<file path="config.mk">
export PLATFORM = sky130hd
export DESIGN_NAME = uart_transmitter_flat
export DESIGN_NICKNAME = d
export VERILOG_FILES = /design/src/rtl/uart_transmitter_if.sv /design/src/rtl/uart_transmitter.sv /design/src/flat_wrapper.sv
export SDC_FILE = /design/constraint.sdc
export NUM_CORES = 1
export LEC_CHECK = 0
export CAP_MARGIN = 20
export CORE_UTILIZATION = 55
export DETAILED_ROUTE_END_ITERATION = 6
export DONT_BUFFER_PORTS = 1
export PLACE_DENSITY_LB_ADDON = 0.25
export REMOVE_ABC_BUFFERS = 1
export SKIP_CTS_REPAIR_TIMING = 1
export SYNTH_ARGS = -nofsm -noshare
export SYNTH_HDL_FRONTEND = slang
export SYNTH_SLANG_ARGS = --single-unit
</file>
<file path="constraint.sdc">
create_clock -name clk -period 2.3 [get_ports clk]
set_clock_uncertainty 0.05 [all_clocks]
set_input_delay 0.69 -clock clk [delete_from_list [all_inputs] [get_ports clk]]
set_output_delay 0.69 -clock clk [all_outputs]
set_load 0.03 [all_outputs]
</file>
<file path="src/rtl/uart_transmitter_if.sv">
// -----------------------------------------------------------------------------
// uart_transmitter_if
// Byte-producer / serial-line bundle for uart_transmitter.
//   data     [7:0]  byte to enqueue (producer -> transmitter)
//   send            enqueue strobe (producer -> transmitter)
//   tx              serial line, idles high
//   busy            frame (start .. end of idle gap) in progress
//   full / empty    registered FIFO status flags
//   done            one-cycle pulse on the last clk of each stop bit
//   overflow        one-cycle pulse after a send that arrived while full
// master = byte producer, slave = transmitter.
// -----------------------------------------------------------------------------
interface uart_transmitter_if;
   logic [7:0] data;
   logic       send;
   logic       tx;
   logic       busy;
   logic       full;
   logic       empty;
   logic       done;
   logic       overflow;

   modport master (
      output data, send,
      input  tx, busy, full, empty, done, overflow
   );

   modport slave (
      input  data, send,
      output tx, busy, full, empty, done, overflow
   );
endinterface

</file>
<file path="src/rtl/uart_transmitter.sv">
// -----------------------------------------------------------------------------
// uart_transmitter
// FIFO-buffered UART transmitter. Frame: start(0), 8 data bits LSB first,
// even parity, stop(1), then IDLE_BITS forced idle-high bit periods.
// Ports:
//   clk    system clock, rising edge
//   reset  asynchronous active-high reset; aborts any frame, flushes FIFO
//   bus    uart_transmitter_if.slave (data/send in; tx/busy/full/empty/
//          done/overflow out, all registered)
// Parameters:
//   CLKS_PER_BIT  clk cycles per serial bit (>= 1)
//   FIFO_DEPTH    byte FIFO entries (power of 2, >= 2)
//   IDLE_BITS     idle-high bit periods after each stop bit (>= 1)
// -----------------------------------------------------------------------------
module uart_transmitter #(
   parameter int CLKS_PER_BIT = 1,
   parameter int FIFO_DEPTH   = 4,
   parameter int IDLE_BITS    = 2
) (
   input  logic              clk,
   input  logic              reset,
   uart_transmitter_if.slave bus
);

   localparam int AW = $clog2(FIFO_DEPTH);
   localparam int PW = AW + 1;
   localparam int CW = (CLKS_PER_BIT > 1) ? $clog2(CLKS_PER_BIT) : 1;
   // Bit counter serves both the data index (0..7) and the gap period count.
   localparam int BW = (IDLE_BITS > 8) ? $clog2(IDLE_BITS) : 3;

   typedef enum logic [2:0] {
      S_IDLE,
      S_START,
      S_DATA,
      S_PARITY,
      S_STOP,
      S_GAP
   } state_t;

   // ---------------- FIFO ----------------
   logic [7:0]    mem_q [FIFO_DEPTH];
   logic [PW-1:0] wr_ptr_q, wr_ptr_d;
   logic [PW-1:0] rd_ptr_q, rd_ptr_d;
   logic [PW-1:0] count_q, count_d;
   logic          full_q, empty_q, overflow_q;
   logic          push, pop;

   // ---------------- FSM ----------------
   state_t        state_q, state_d;
   logic [CW-1:0] baud_q, baud_d;
   logic [BW-1:0] bit_q, bit_d;
   logic [7:0]    shift_q, shift_d;
   logic          parity_q, parity_d;
   logic          tx_q, tx_d;
   logic          busy_q;
   logic          done_q, done_d;
   logic          period_end;

   function automatic logic [PW-1:0] ptr_inc(input logic [PW-1:0] p);
      return (p == PW'(FIFO_DEPTH - 1)) ? '0 : p + PW'(1);
   endfunction

   // full_q is the pre-edge value, so a push while full is rejected even if
   // the FSM pops in the same cycle.
   assign push = bus.send && !full_q;
   assign pop  = (state_q == S_IDLE) && !empty_q;

   always_comb begin
      wr_ptr_d = wr_ptr_q;
      rd_ptr_d = rd_ptr_q;
      count_d  = count_q;
      if (push) begin
         wr_ptr_d = ptr_inc(wr_ptr_q);
      end
      if (pop) begin
         rd_ptr_d = ptr_inc(rd_ptr_q);
      end
      case ({push, pop})
         2'b10:   count_d = count_q + PW'(1);
         2'b01:   count_d = count_q - PW'(1);
         default: count_d = count_q;
      endcase
   end

   // Storage is not reset; pointers/count define which entries are valid.
   always_ff @(posedge clk) begin
      if (push) begin
         mem_q[wr_ptr_q[AW-1:0]] <= bus.data;
      end
   end

   always_ff @(posedge clk or posedge reset) begin
      if (reset) begin
         wr_ptr_q   <= '0;
         rd_ptr_q   <= '0;
         count_q    <= '0;
         full_q     <= 1'b0;
         empty_q    <= 1'b1;
         overflow_q <= 1'b0;
      end else begin
         wr_ptr_q   <= wr_ptr_d;
         rd_ptr_q   <= rd_ptr_d;
         count_q    <= count_d;
         full_q     <= (count_d == PW'(FIFO_DEPTH));
         empty_q    <= (count_d == '0);
         overflow_q <= bus.send && full_q;
      end
   end

   // ---------------- FSM next state ----------------
   assign period_end = (baud_q == CW'(CLKS_PER_BIT - 1));

   always_comb begin
      state_d  = state_q;
      baud_d   = baud_q;
      bit_d    = bit_q;
      shift_d  = shift_q;
      parity_d = parity_q;
      tx_d     = 1'b1;
      done_d   = 1'b0;

      if (state_q != S_IDLE) begin
         baud_d = period_end ? '0 : baud_q + CW'(1);
      end

      case (state_q)
         S_IDLE: begin
            baud_d = '0;
            bit_d  = '0;
            if (pop) begin
               // Byte leaves the FIFO here, so later writes cannot disturb it.
               shift_d  = mem_q[rd_ptr_q[AW-1:0]];
               parity_d = ^mem_q[rd_ptr_q[AW-1:0]];
               state_d  = S_START;
            end
         end
         S_START: begin
            if (period_end) begin
               state_d = S_DATA;
               bit_d   = '0;
            end
         end
         S_DATA: begin
            if (period_end) begin
               if (bit_q == BW'(7)) begin
                  state_d = S_PARITY;
                  bit_d   = '0;
               end else begin
                  bit_d = bit_q + BW'(1);
               end
            end
         end
         S_PARITY: begin
            if (period_end) begin
               state_d = S_STOP;
            end
         end
         S_STOP: begin
            if (period_end) begin
               state_d = S_GAP;
               bit_d   = '0;
            end
         end
         S_GAP: begin
            if (period_end) begin
               if (bit_q == BW'(IDLE_BITS - 1)) begin
                  state_d = S_IDLE;
                  bit_d   = '0;
               end else begin
                  bit_d = bit_q + BW'(1);
               end
            end
         end
         default: begin
            state_d = S_IDLE;
            baud_d  = '0;
            bit_d   = '0;
         end
      endcase

      // Outputs are registered from next-state values so tx/busy/done line up
      // with state_q without any combinational path from the producer side.
      case (state_d)
         S_START:  tx_d = 1'b0;
         S_DATA:   tx_d = shift_d[bit_d[2:0]];
         S_PARITY: tx_d = parity_d;
         default:  tx_d = 1'b1;
      endcase
      done_d = (state_d == S_STOP) && (baud_d == CW'(CLKS_PER_BIT - 1));
   end

   always_ff @(posedge clk or posedge reset) begin
      if (reset) begin
         state_q  <= S_IDLE;
         baud_q   <= '0;
         bit_q    <= '0;
         shift_q  <= '0;
         parity_q <= 1'b0;
         tx_q     <= 1'b1;
         busy_q   <= 1'b0;
         done_q   <= 1'b0;
      end else begin
         state_q  <= state_d;
         baud_q   <= baud_d;
         bit_q    <= bit_d;
         shift_q  <= shift_d;
         parity_q <= parity_d;
         tx_q     <= tx_d;
         busy_q   <= (state_d != S_IDLE);
         done_q   <= done_d;
      end
   end

   assign bus.tx       = tx_q;
   assign bus.busy     = busy_q;
   assign bus.full     = full_q;
   assign bus.empty    = empty_q;
   assign bus.done     = done_q;
   assign bus.overflow = overflow_q;

endmodule

</file>
<file path="src/flat_wrapper.sv">
// flat-port wrapper written by rule: the top's interface ports become plain ports
module uart_transmitter_flat 
#(
   parameter int CLKS_PER_BIT = 1,
   parameter int FIFO_DEPTH   = 4,
   parameter int IDLE_BITS    = 2
)
  (clk, reset, bus_data, bus_send, bus_tx, bus_busy, bus_full, bus_empty, bus_done, bus_overflow);
  uart_transmitter_if bus_i ();
  input  logic clk;
  input  logic reset;
  input wire logic [$bits(bus_i.data)-1:0] bus_data;
  input wire logic [$bits(bus_i.send)-1:0] bus_send;
  output wire logic [$bits(bus_i.tx)-1:0] bus_tx;
  output wire logic [$bits(bus_i.busy)-1:0] bus_busy;
  output wire logic [$bits(bus_i.full)-1:0] bus_full;
  output wire logic [$bits(bus_i.empty)-1:0] bus_empty;
  output wire logic [$bits(bus_i.done)-1:0] bus_done;
  output wire logic [$bits(bus_i.overflow)-1:0] bus_overflow;
  assign bus_i.data = bus_data;
  assign bus_i.send = bus_send;
  assign bus_tx = bus_i.tx;
  assign bus_busy = bus_i.busy;
  assign bus_full = bus_i.full;
  assign bus_empty = bus_i.empty;
  assign bus_done = bus_i.done;
  assign bus_overflow = bus_i.overflow;
  uart_transmitter #(.CLKS_PER_BIT(CLKS_PER_BIT), .FIFO_DEPTH(FIFO_DEPTH), .IDLE_BITS(IDLE_BITS)) u_core (.clk(clk), .reset(reset), .bus(bus_i));
endmodule
</file>
==> After elaboration in Yosys (flattened, before gate mapping) <==
Memories as Yosys holds them, arrays and structs flattened.
Index checks and enable logic that the tools add are counted.
{ "totals": {"ram_bits": 32, "register_bits": 31, "memories": 1, "output_inout_bits": 6, "input_bits": 11, "wordCells": 82} }
{ "memory_table": {"columns": ["name", "words", "width", "rd", "rd_ports_with_merged_regs", "wr", "line_no", "source"], "rows": [
  ["u_core.mem_q", 4, 8, 1, 0, 1, "uart_transmitter.sv:41", "logic [7:0] mem_q [FIFO_DEPTH];"]
]} }
{ "classes": {"addsub": 6, "n_reduce_logical": 13, "muxes": 30, "n_eq_ne": 16, "order_cmp": 1, "n_bitwise": 1} }
{ "ops": {"columns": ["op", "count"], "rows": [
  ["two-way mux 3 bit", 15],
  ["== test 3 x 2 -> 1 bit, second input constant", 6],
  ["one-hot mux 3 bit (6 select lines)", 1],
  ["two-way mux 8 bit", 2],
  ["== test 3 bit, second input constant", 5],
  ["adder 3 x 1 -> 3 bit, second input constant", 4],
  ["one-hot mux 3 bit (4 select lines)", 1],
  ["== test 3 x 1 -> 1 bit, second input constant", 3],
  ["two-way mux 1 bit", 8],
  ["parity 8 bit", 1],
  ["logical NOT 3 bit", 2],
  ["one-hot mux 3 bit (2 select lines)", 1],
  ["nonzero test 3 bit", 2],
  ["OR reduction 5 bit", 1],
  ["logical AND 1 bit", 4],
  ["< comparator 3 x 4 -> 1 bit, second input constant", 1],
  ["binary-select mux 1 bit (select 3 bit)", 1],
  ["one-hot mux 1 bit (3 select lines)", 1],
  ["subtractor 3 x 1 -> 3 bit, second input constant", 1],
  ["== test 2 x 1 -> 1 bit, second input constant", 1],
  ["== test 2 bit, second input constant", 1],
  ["logical NOT 1 bit", 2],
  ["OR reduction 2 bit", 1],
  ["adder 1 bit, second input constant", 1],
  ["NOT 1 bit", 1]
]} }

==> Longest topological paths before layout <==
{ "depth": {"depth_word": 7, "depth_mapped": 11, "mapped_depth_nobuf": 10} }

==> Least setup slack after synthesis <==
OpenSTA, ideal clock, no wires.
{ "synth_timing": {"path_kind": "register -> register", "startpoint": "register u_core.state_q[1]", "endpoint": "register u_core.full_q (netlist: u_core.bus.full)", "arrival_ps": 2330, "setup_ps": 73, "n_path_buf": 2, "path_stages_with_launch": 12, "required_ps": 2177, "period_less_slack_ps": 2452, "path_slack_ps": -152, "cell_sequence": "dfrtp_1 -> buf_2 -> or3_4 -> nor2_4 -> buf_6 -> ha_1 -> inv_1 -> fa_1 -> xor2_1 -> nor2_1 -> xor2_1 -> nor2b_1"} }
{ "synth_between": {"elab_chain_len": 5, "elab_cells_between_ends": 6, "cone_classes": "eq/ne: 3; mux: 1; reduce/logical: 2"} }
{ "synth_rtl": {"columns": ["item", "line_no", "source"], "rows": [
  ["from (decl)", "uart_transmitter.sv:49", "state_t state_q, state_d;"],
  ["from (signal assigned)", "uart_transmitter.sv:203", "state_q <= state_d;"],
  ["logical NOT 3 bit *", "uart_transmitter.sv:66", "assign pop = (state_q == S_IDLE) && !empty_q;"],
  ["logical AND 1 bit *", "uart_transmitter.sv:66", null],
  ["== test 2 x 1 -> 1 bit / == test 2 bit (equally long branches)", "uart_transmitter.sv:78", "case ({push, pop})"],
  ["one-hot mux 3 bit (2 select lines) *", "uart_transmitter.sv:78", null],
  ["net u_core.count_d[2]", "uart_transmitter.sv:44", "logic [PW-1:0] count_q, count_d;"],
  ["== test 3 bit *", "uart_transmitter.sv:104", "full_q <= (count_d == PW'(FIFO_DEPTH));"],
  ["to (signal assigned)", "uart_transmitter.sv:104", null],
  ["to (decl)", "uart_transmitter.sv:45", "logic full_q, empty_q, overflow_q;"]
]} }
Mark *: on every way through the listed nets, which the timed path passes. The rest lies on a longest branch.
A chain may end at the register's enable or synchronous reset.

==> Worst setup path after layout <==
{ "layout_timing": {"startpoint": "register u_core.bit_q[0]", "endpoint": "register u_core.tx_q (netlist: u_core.bus.tx)"} }
{ "layout_between": {"elab_chain_len": 7, "elab_cells_between_ends": 20, "cone_classes": "add/sub: 1; eq/ne: 5; mux: 14"} }
{ "layout_rtl": {"columns": ["item", "line_no", "source"], "rows": [
  ["from (decl)", "uart_transmitter.sv:51", "logic [BW-1:0] bit_q, bit_d;"],
  ["from (signal assigned)", "uart_transmitter.sv:205", "bit_q <= bit_d;"],
  ["adder 3 x 1 -> 3 bit (tied with other cells)", "uart_transmitter.sv:149, uart_transmitter.sv:170", null],
  ["two-way mux 3 bit (on tied branches)", "uart_transmitter.sv:166, uart_transmitter.sv:145", null],
  ["two-way mux 3 bit (on tied branches)", "uart_transmitter.sv:165, uart_transmitter.sv:144", null],
  ["one-hot mux 3 bit (4 select lines) *", "uart_transmitter.sv:126", "case (state_q)"],
  ["net u_core.bit_d[0]", "uart_transmitter.sv:51", null],
  ["binary-select mux 1 bit (select 3 bit) *", "uart_transmitter.sv:185", "S_DATA: tx_d = shift_d[bit_d[2:0]];"],
  ["two-way mux 1 bit (implied by the code) *", "uart_transmitter.sv:185", null],
  ["one-hot mux 1 bit (3 select lines) *", "uart_transmitter.sv:183", "case (state_d)"],
  ["net u_core.tx_d", "uart_transmitter.sv:54", "logic tx_q, tx_d;"],
  ["to (signal assigned)", "uart_transmitter.sv:208", "tx_q <= tx_d;"],
  ["to (decl)", "uart_transmitter.sv:54", null]
]} }
Mark *: on every way through the listed nets, which the timed path passes. The rest lies on a longest branch. The select of a mux whose other input is x is not followed.

==> impl_metrics.yaml <==
outcome:
  outcome: "finished, violations left"
  violations: "negative setup slack"
synth:
  syn_area_sq_mm: 0.00290
  syn_inst: 203
  avgSynthCellArea_sq_um: 14.3
  ys_types: 56
  synth_edf_count: 32
  synth_flop_cell: "edfxtp_1"
  yosys_warnings: 0
  postSynth.asyncResetShare: 0.492
  synth-seq-cells: 63
  ys_seq_area_frac: 0.600
cells_and_area:
  final_cell_mix: "edfxtp_1, dfrtp_1, buf_4, inv_1"
  area_growth_pct: 13.7
  drive_above_1_share: 0.306
  final_common_cell: "edfxtp_1"
  fin_cells: 299
  final_cell_area_sq_mm: 0.00330
  antennaDiodeCount: 0
  fin_util: 0.646
  finalNetCount: 245
  n_fill_cell: 388
sta:
  period_share: 1.01
  tns_ps: -33.0
  finalCriticalPeriod_ps: 2330
  setup_viol: 1
  worst_hold_slack_ps: 276
  finalHoldViolCount: 0
  fin_ws_ps: -33.0
  drv_slew: 0
  rsz0062_at_grt: "true"
  fmax_mhz: 429
critical_path:
  worstPathMaxFanout: 4
  worstReg2RegStart: "u_core.bit_q[0]$_DFF_PP0_"
  start_kind: "flop"
  reg2reg_slack_ps: -30
  end_kind: "flop"
  startpoint: "u_core.bit_q[0]$_DFF_PP0_"
  worstRegToRegCells: 10
  worstSetupPathType: "flop to flop"
  cp_data_arrival_time_ps: 2530
  timing.rr.end: "u_core.bus.tx$_DFF_PP1_"
  crit_end: "u_core.bus.tx$_DFF_PP1_"
  crit_required_ps: 2500
grt:
  grt_pass1_wl_mm: 7.81
  grt_max_degree: 32
  grt_pass1_vias: 1688
  antenna_found_initial: 0
  gr-total-overflow: 0
  grt_use_total: 0.199
pwr:
  power_density_mw_per_mm2: 1410
  p_leak_nw: 1.28
  vdd_drop_max_v: 0.000926
clock_tree:
  cts.sinks: 63
  cts_buffers: 9
  insertion_delay_ps: 330
  cts_buffer_depth: 2
  cts_tree: "built"
  clockRootBuffer: "clkbuf_8"
  htree_num_levels: 3
  clk_pin_slew_worst_paths_ps: 70
die:
  rows: 26
  fp.dieH_um: 74.6
  die_area_sq_mm: 0.00557
  die_w_um: 74.6
  coreArea_sq_mm: 0.00511
  io_pins: 17
  start_util: 0.568
drt:
  drc: 0
  drtIter0Drc: 97
  wl_mm: 4.84
  viasPerCell: 5.41
  drt-pass1-iter-count: 4
  vias: 1617
  drtAntennaViolNets: 0
  wl_per_cell_um: 16.2
placement:
  dp_cells: 282
  dp_hpwl_mm: 3.39
  portBuffers: 0
  dpl_cell_area_sq_mm: 0.00307
  place_congestion: 0.798
run:
  maxCapViolCount: 0
worst_hold_path:
  hold_class: "input port to asynchronous set/reset pin"
==> registers in the layout (all words and copies together) (netlist names), 3 cells and up <==
signal           flops
u_core.wr_ptr_q      3
u_core.mem_q        32
u_core.rd_ptr_q      3
u_core.bit_q         3
u_core.state_q       3
u_core.count_q       3
u_core.shift_q       8
==> how the worst min path moves through the flow <==
| stage | slack (ps) | endpoint | depth (start not counted) | start |
|---|---|---|---|---|
| final | 280 | u_core.bus.full$_DFF_PP0_ | 2 | reset |
| after floorplan | 400 | u_core.count_q[2]$_DFF_PP0_ | 1 | u_core.count_q[2]$_DFF_PP0_ |
| after global placement | 410 | u_core.count_q[0]$_DFF_PP0_ | 1 | u_core.count_q[0]$_DFF_PP0_ |
| after global routing | 310 | u_core.count_q[2]$_DFF_PP0_ | 2 | reset |
| after detailed placement | 430 | u_core.count_q[2]$_DFF_PP0_ | 1 | u_core.count_q[2]$_DFF_PP0_ |
| after CTS | 280 | u_core.bus.full$_DFF_PP0_ | 2 | reset |
==> where the power goes <==
part	internal, mW	total (mW)	switching (mW)
Sequential	1.54	1.73	0.196
Combinational	1.08	2.13	1.05
Clock	0.387	0.797	0.410
Total	3.00	4.66	1.66
==> worst max-delay path, stage by stage (launching register included) <==
cell     delay, ps
dfrtp_1        380
ha_2           200
ha_4           170
nor4b_4        290
a31oi_1         70
o22a_2         220
or2_4          260
inv_4           70
mux2i_1        170
nor3_1          60
o41a_1         310
==> layout make-up <==
class                      instances  area (sq um)  share of cell area
multi-input combinational        116          1090               0.332
inverter                          16          62.6              0.0190
clock buffer                      10           128              0.0387
tap                               70          87.6              0.0266
timing repair buffer              18           151              0.0459
sequential                        63          1740               0.527
clock inverter                     6          36.3              0.0110
==> through the flow <==
stage / total power [mW] / worst slack (ps)
after floorplan: 3.21 / -245
after global placement: 3.70 / -103
after detailed placement: 3.76 / -178
after CTS: 4.57 / -247
after global routing: 4.97 / -146
final: 4.66 / -33.0
==> logic make-up (layout without fill, tap and decap cells) <==
logic type,count (synthesis),after routing,synth area share
simple gates,44,44,0.0897
flops,63,63,0.600
buf+inv,24,50,0.0427
compound gates,30,30,0.0781
mux,20,20,0.110
fa+ha+maj,10,10,0.0457
xor+xnor,11,11,0.0332
other cells,1,1,0.00129
==> Yosys cell counts (2+ instances only) <==
cell	instances	area, sq um
edfxtp_1	32	961
dfrtp_1	29	726
inv_1	14	52.6
ha_1	9	113
nor2_1	9	33.8
xnor2_1	9	78.8
nand2_1	8	30.0
mux2_2	7	78.8
mux4_2	7	158
o21ai_0	7	35.0
and2_1	5	31.3
buf_6	4	45.0
mux2i_1	4	40.0
a21oi_1	3	15.0
a31oi_1	3	18.8
clkbuf_1	3	11.3
nand2b_1	3	18.8
nor2b_1	3	18.8
dfstp_2	2	52.6
nand3_1	2	10.0
nor3_1	2	10.0
nor4b_1	2	17.5
o211ai_1	2	15.0
xor2_1	2	17.5
==> routing by layer <==
| metal | vias up | GRT usage | share of wire |
|---|---|---|---|
| met5 | - | 0 | 0 |
| met4 | 0 | 0.111 | 0.012 |
| met3 | 7 | 0.0402 | 0.029 |
| met2 | 23 | 0.306 | 0.48 |
| met1 | 805 | 0.269 | 0.48 |
| li1 | 782 | - | - |
(Power assumes the default switching activity.)
==> patch 1, RTL diff (same settings) <==
`FIFO_DEPTH` is set to 4 in 2 places; all go to 2.
--- a/src/rtl/uart_transmitter.sv
+++ b/src/rtl/uart_transmitter.sv
@@ -15,5 +15,5 @@
 module uart_transmitter #(
    parameter int CLKS_PER_BIT = 1,
-   parameter int FIFO_DEPTH   = 4,
+   parameter int FIFO_DEPTH   = 2,
    parameter int IDLE_BITS    = 2
 ) (
--- a/src/flat_wrapper.sv
+++ b/src/flat_wrapper.sv
@@ -3,5 +3,5 @@
 #(
    parameter int CLKS_PER_BIT = 1,
-   parameter int FIFO_DEPTH   = 4,
+   parameter int FIFO_DEPTH   = 2,
    parameter int IDLE_BITS    = 2
 )
Behaviour: not the same (a bounded check fails within 4 cycles, from zero or initial values and one cycle with reset high).
==> patch 1 against the original RTL <==
Die area down 26%. Setup slack better by 0.13 ns. Sequential share of layout area shrank 4.1 points. Design area decreased by 29%. Sequential cell count fell by 21. Routed wire length down 26%. Synthesized area shrank 26%. Total power down 26%. Critical path type unchanged. Largest power group unchanged. Highest routed layer unchanged.
==> patch 1: results (changes against the original RTL) <==
stage	metric	value	unit	change
setup_path	slowest_delay	0.55	ns	+0.17 ns
cells_and_area	fin_cells	239		-20%
yosys	ys.flop_type	dfrtp_1		
yosys	synth_edf_count	16		-50%
placed_design	dp_cells	231		-18%
global_routing	antenna_found_initial	0		unchanged
clock_network	insertion_delay	0.29	ns	-0.04 ns
clock_network	htreeDepth	2		-1
cells_and_area	largest_reg_flops	16		-50%
routing	dr_wl_met3	128	um	-9.9%
setup_path	cp_top_family	compound AO/OA/AOI/OAI gates		
sta	slew_viol_final	0		unchanged
yosys	async_flop_share	0.619		+0.127
cells_and_area	final_net_count	206		-16%
yosys	synth_compound_area_frac	0.131		+0.0528
setup_path	critPathMaxFanout	14		+10
clock_network	numCtsBuffers	5		-4
global_routing	grt_pass1_wl	5.88	mm	-25%
power_and_ir_drop	p_clk_frac	0.159		-0.012
global_routing	grtUsageTotal	0.199		-0.000764
yosys	netlist_top_cells_area	dfrtp_1 (28%), edfxtp_1 (22%), mux2i_1 (6.5%), xor2_1 (4.1%), nor2_1 (3.5%)		
yosys	yosysUniqueCellTypes	44		-21%
run_status	run_status	finished clean		
power_and_ir_drop	ir_drop	0.993	mV	+7.2%
setup_path	r2r.worst_path.cells	7		-3
yosys	ys_seq_area_frac	0.530		-0.0701
setup_path	timing.rr.start	u_core.state_q[2]		
routing	wl_met2	1.80	mm	-23%
routing	wl_per_cell	15.0	um	-7.0%
placed_design	placed_cell_area	2220	um^2	-27%
yosys	synthXorXnorAreaFrac	0.0695		+0.0363
routing	vias	1338		-17%
power_and_ir_drop	p_comb	0.00153	W	-28%
routing	drtPass1Iterations	5		+1
routing	met1_length	1.55	mm	-33%
power_and_ir_drop	power_leakage	0.988	nW	-23%
placed_design	place_ws	0.120	ns	+0.298 ns
sta	period_share	0.957		-0.0574
setup_path	r2r_setup_slack	0.1	ns	+0.13 ns
sta	whs	0.149	ns	-0.127 ns
cells_and_area	drive_above_1_share	0.188		-0.117
placed_design	place_hpwl	2.70	mm	-20%
yosys	yosys-mux-area-fraction	0.0777		-0.0318
yosys	synthAdderAreaFrac	0.0292		-0.0165
power_and_ir_drop	p_switching	0.00134	W	-19%
yosys	synthTopCellsByCount	dfrtp_1 (24), nor2_1 (20), edfxtp_1 (16)		
routing	drt-initial-drc-count	78		-20%
setup_path	crit_arrival	2.36	ns	-0.17 ns
cells_and_area	n_fill_cell	296		-24%
placed_design	globalplace.congestion	0.839		+5.2%
power_and_ir_drop	pwr-share-comb	0.442		-0.015
global_routing	grt_max_degree	23		-28%
yosys	synth_cells	183		-9.9%
-- patch 1: worst max path at each step --
stage                            from         endpoint  cells after the start
detailed placement  u_core.state_q[2]    u_core.bus.tx                      7
global route          u_core.bit_q[0]    u_core.bus.tx                      9
global placement    u_core.state_q[2]    u_core.bus.tx                      7
CTS                   u_core.bit_q[0]    u_core.bus.tx                      9
finish              u_core.state_q[2]    u_core.bus.tx                      7
floorplan           u_core.state_q[1]  u_core.bus.full                      5
-- patch 1: cell type report --
class | instances | area (um^2) | share of cell area
timing repair buffer | 10 | 87.6 | 0.0376
tap | 48 | 60.1 | 0.0258
clock buffer | 6 | 72.6 | 0.0311
inverter | 7 | 26.3 | 0.0113
multi-input combinational | 124 | 917 | 0.393
sequential | 42 | 1130 | 0.486
clock inverter | 2 | 33.8 | 0.0145
-- patch 1: layer usage --
metal,vias to the layer above,GRT usage
met1,653,0.240
met2,30,0.324
li1,645,-
met3,10,0.0536
met4,0,0.103
met5,-,0
==> patch 2, RTL diff (same settings) <==
Without the edit above. Take the reset off `shift_q` and load it in a clocked block of its own.
--- a/src/rtl/uart_transmitter.sv
+++ b/src/rtl/uart_transmitter.sv
@@ -195,5 +195,4 @@
          baud_q   <= '0;
          bit_q    <= '0;
-         shift_q  <= '0;
          parity_q <= 1'b0;
          tx_q     <= 1'b1;
@@ -204,5 +203,4 @@
          baud_q   <= baud_d;
          bit_q    <= bit_d;
-         shift_q  <= shift_d;
          parity_q <= parity_d;
          tx_q     <= tx_d;
@@ -210,4 +208,8 @@
          done_q   <= done_d;
       end
+   end
+
+   always_ff @(posedge clk) begin
+      shift_q <= shift_d;
    end
 
Function: no difference found for any inputs over 10 cycles, from zero or initial values and one cycle with reset high; that may be too few to reach the edited logic, so the function may still have changed.
==> patch 2 against the original RTL <==
The flow still finishes with violations (setup timing). Sequential cell count did not move. Synthesized area fell by 1.4%. Total power rose by 5.7%. Global-route usage rose by 1.4 points. Non-clock buffer count rose by 6. Setup slack got worse by 0.048 ns. Routed wire length rose by 7.1%. Design area rose by 2.0%.
==> patch 2: results (changes against the original RTL) <==
stage	metric	value	unit	change
cells_and_area	drive_above_1_share	0.340		+0.0347
routing	drt-initial-drc-count	81		-16%
yosys	ys.flop_type	edfxtp_1		
yosys	async_flop_share	0.365		-0.127
setup_path	timing.rr.start	u_core.bit_q[1]		
yosys	ys_seq_area_frac	0.594		-0.00560
run_status	violations	setup timing		
setup_path	critPathMaxFanout	5		+1
power_and_ir_drop	ir_drop	1.47	mV	+58%
placed_design	place_hpwl	3.67	mm	+8.2%
yosys	yosysUniqueCellTypes	57		+1.8%
yosys	yosys-mux-area-fraction	0.111		+0.00153
placed_design	dp_cells	278		-1.4%
sta	tightest_slew	0.663	ns	
run_status	run_status	finished with violations		
routing	vias_per_cell	5.55		+2.7%
yosys	synthXorXnorAreaFrac	0.0337		+0.000465
routing	drt_wl_total	5.18	mm	+7.1%
setup_path	r2r_setup_slack	-0.08	ns	-0.05 ns
cells_and_area	final_net_count	251		+2.4%
sta	setup-violations-final	2		+1
setup_path	start_kind	register		
placed_design	globalplace.congestion	0.943		+18%
global_routing	grt_max_degree	19		-41%
sta	fin_ws	-0.0812	ns	-0.0483 ns
global_routing	antenna_found_initial	0		unchanged
yosys	synthTopCellsByCount	edfxtp_1 (32), dfrtp_1 (21), inv_1 (14)		
power_and_ir_drop	power_leakage	1.30	nW	+1.2%
cells_and_area	fin_cells	302		+1.0%
yosys	synth_compound_area_frac	0.0792		+0.00109
global_routing	grt_pass1_vias	1731		+2.5%
yosys	synthAdderAreaFrac	0.0464		+0.000640
setup_path	crit_arrival	2.60	ns	+0.07 ns
[patch 2: changes by cell type in the layout (fill, tap and decap cells not counted), moves of 2 or more]
cell / unedited run / this run
dfrtp_1: 29 / 21
dfxtp_1: 0 / 8
buf_4: 16 / 23
clkinvlp_4: 0 / 2
[patch 2: final cells by class]
| type | instances | area (um^2) |
|---|---|---|
| flip-flops and latches | 63 | 1700 |
| fillers | 338 | 1490 |
| multi-input cells | 116 | 1130 |
| repair buffers | 24 | 193 |
| clock buffers | 9 | 124 |
| well taps | 67 | 83.8 |
| clock inverters | 7 | 72.6 |
| inverters | 16 | 62.6 |
[patch 2: worst max-delay path: cells and delay by family, from the launching register on]
family          cells  cell delay (ns)
simple gates        2             0.53
fa+ha+maj           2             0.37
buf+inv             1             0.16
flops               1             0.39
compound gates      5             0.80
[patch 2: stage by stage]
| step | cell area [um^2] | util | power [W] | hold WS, ns | setup slack [ns] |
|---|---|---|---|---|---|
| 2_1_floorplan | 2800 | - | 0.00320 | 0.375 | -0.245 |
| 3_3_place_gp | 3020 | 0.622 | 0.00366 | 0.407 | -0.0964 |
| 4_1_cts | 3210 | 0.662 | 0.00473 | 0.293 | -0.223 |
| 6_report | 3360 | 0.694 | 0.00493 | 0.276 | -0.0812 |
| 3_5_place_dp | 3020 | 0.622 | 0.00378 | 0.420 | -0.186 |
| 5_1_grt | 3360 | 0.694 | 0.00521 | 0.313 | -0.186 |
[patch 2: metal layers]
metal  track usage  part of all wire
met1         0.244              0.40
met2         0.366              0.53
met3        0.0772             0.047
met4        0.0855             0.024
met5             0                 0
[patch 2: where the power goes]
group	internal, W	leakage (nW)	switching (W)
sequential	0.00154	0.645	0.000208
clock	0.000501	0.0956	0.000439
combinational	0.00114	0.555	0.00110
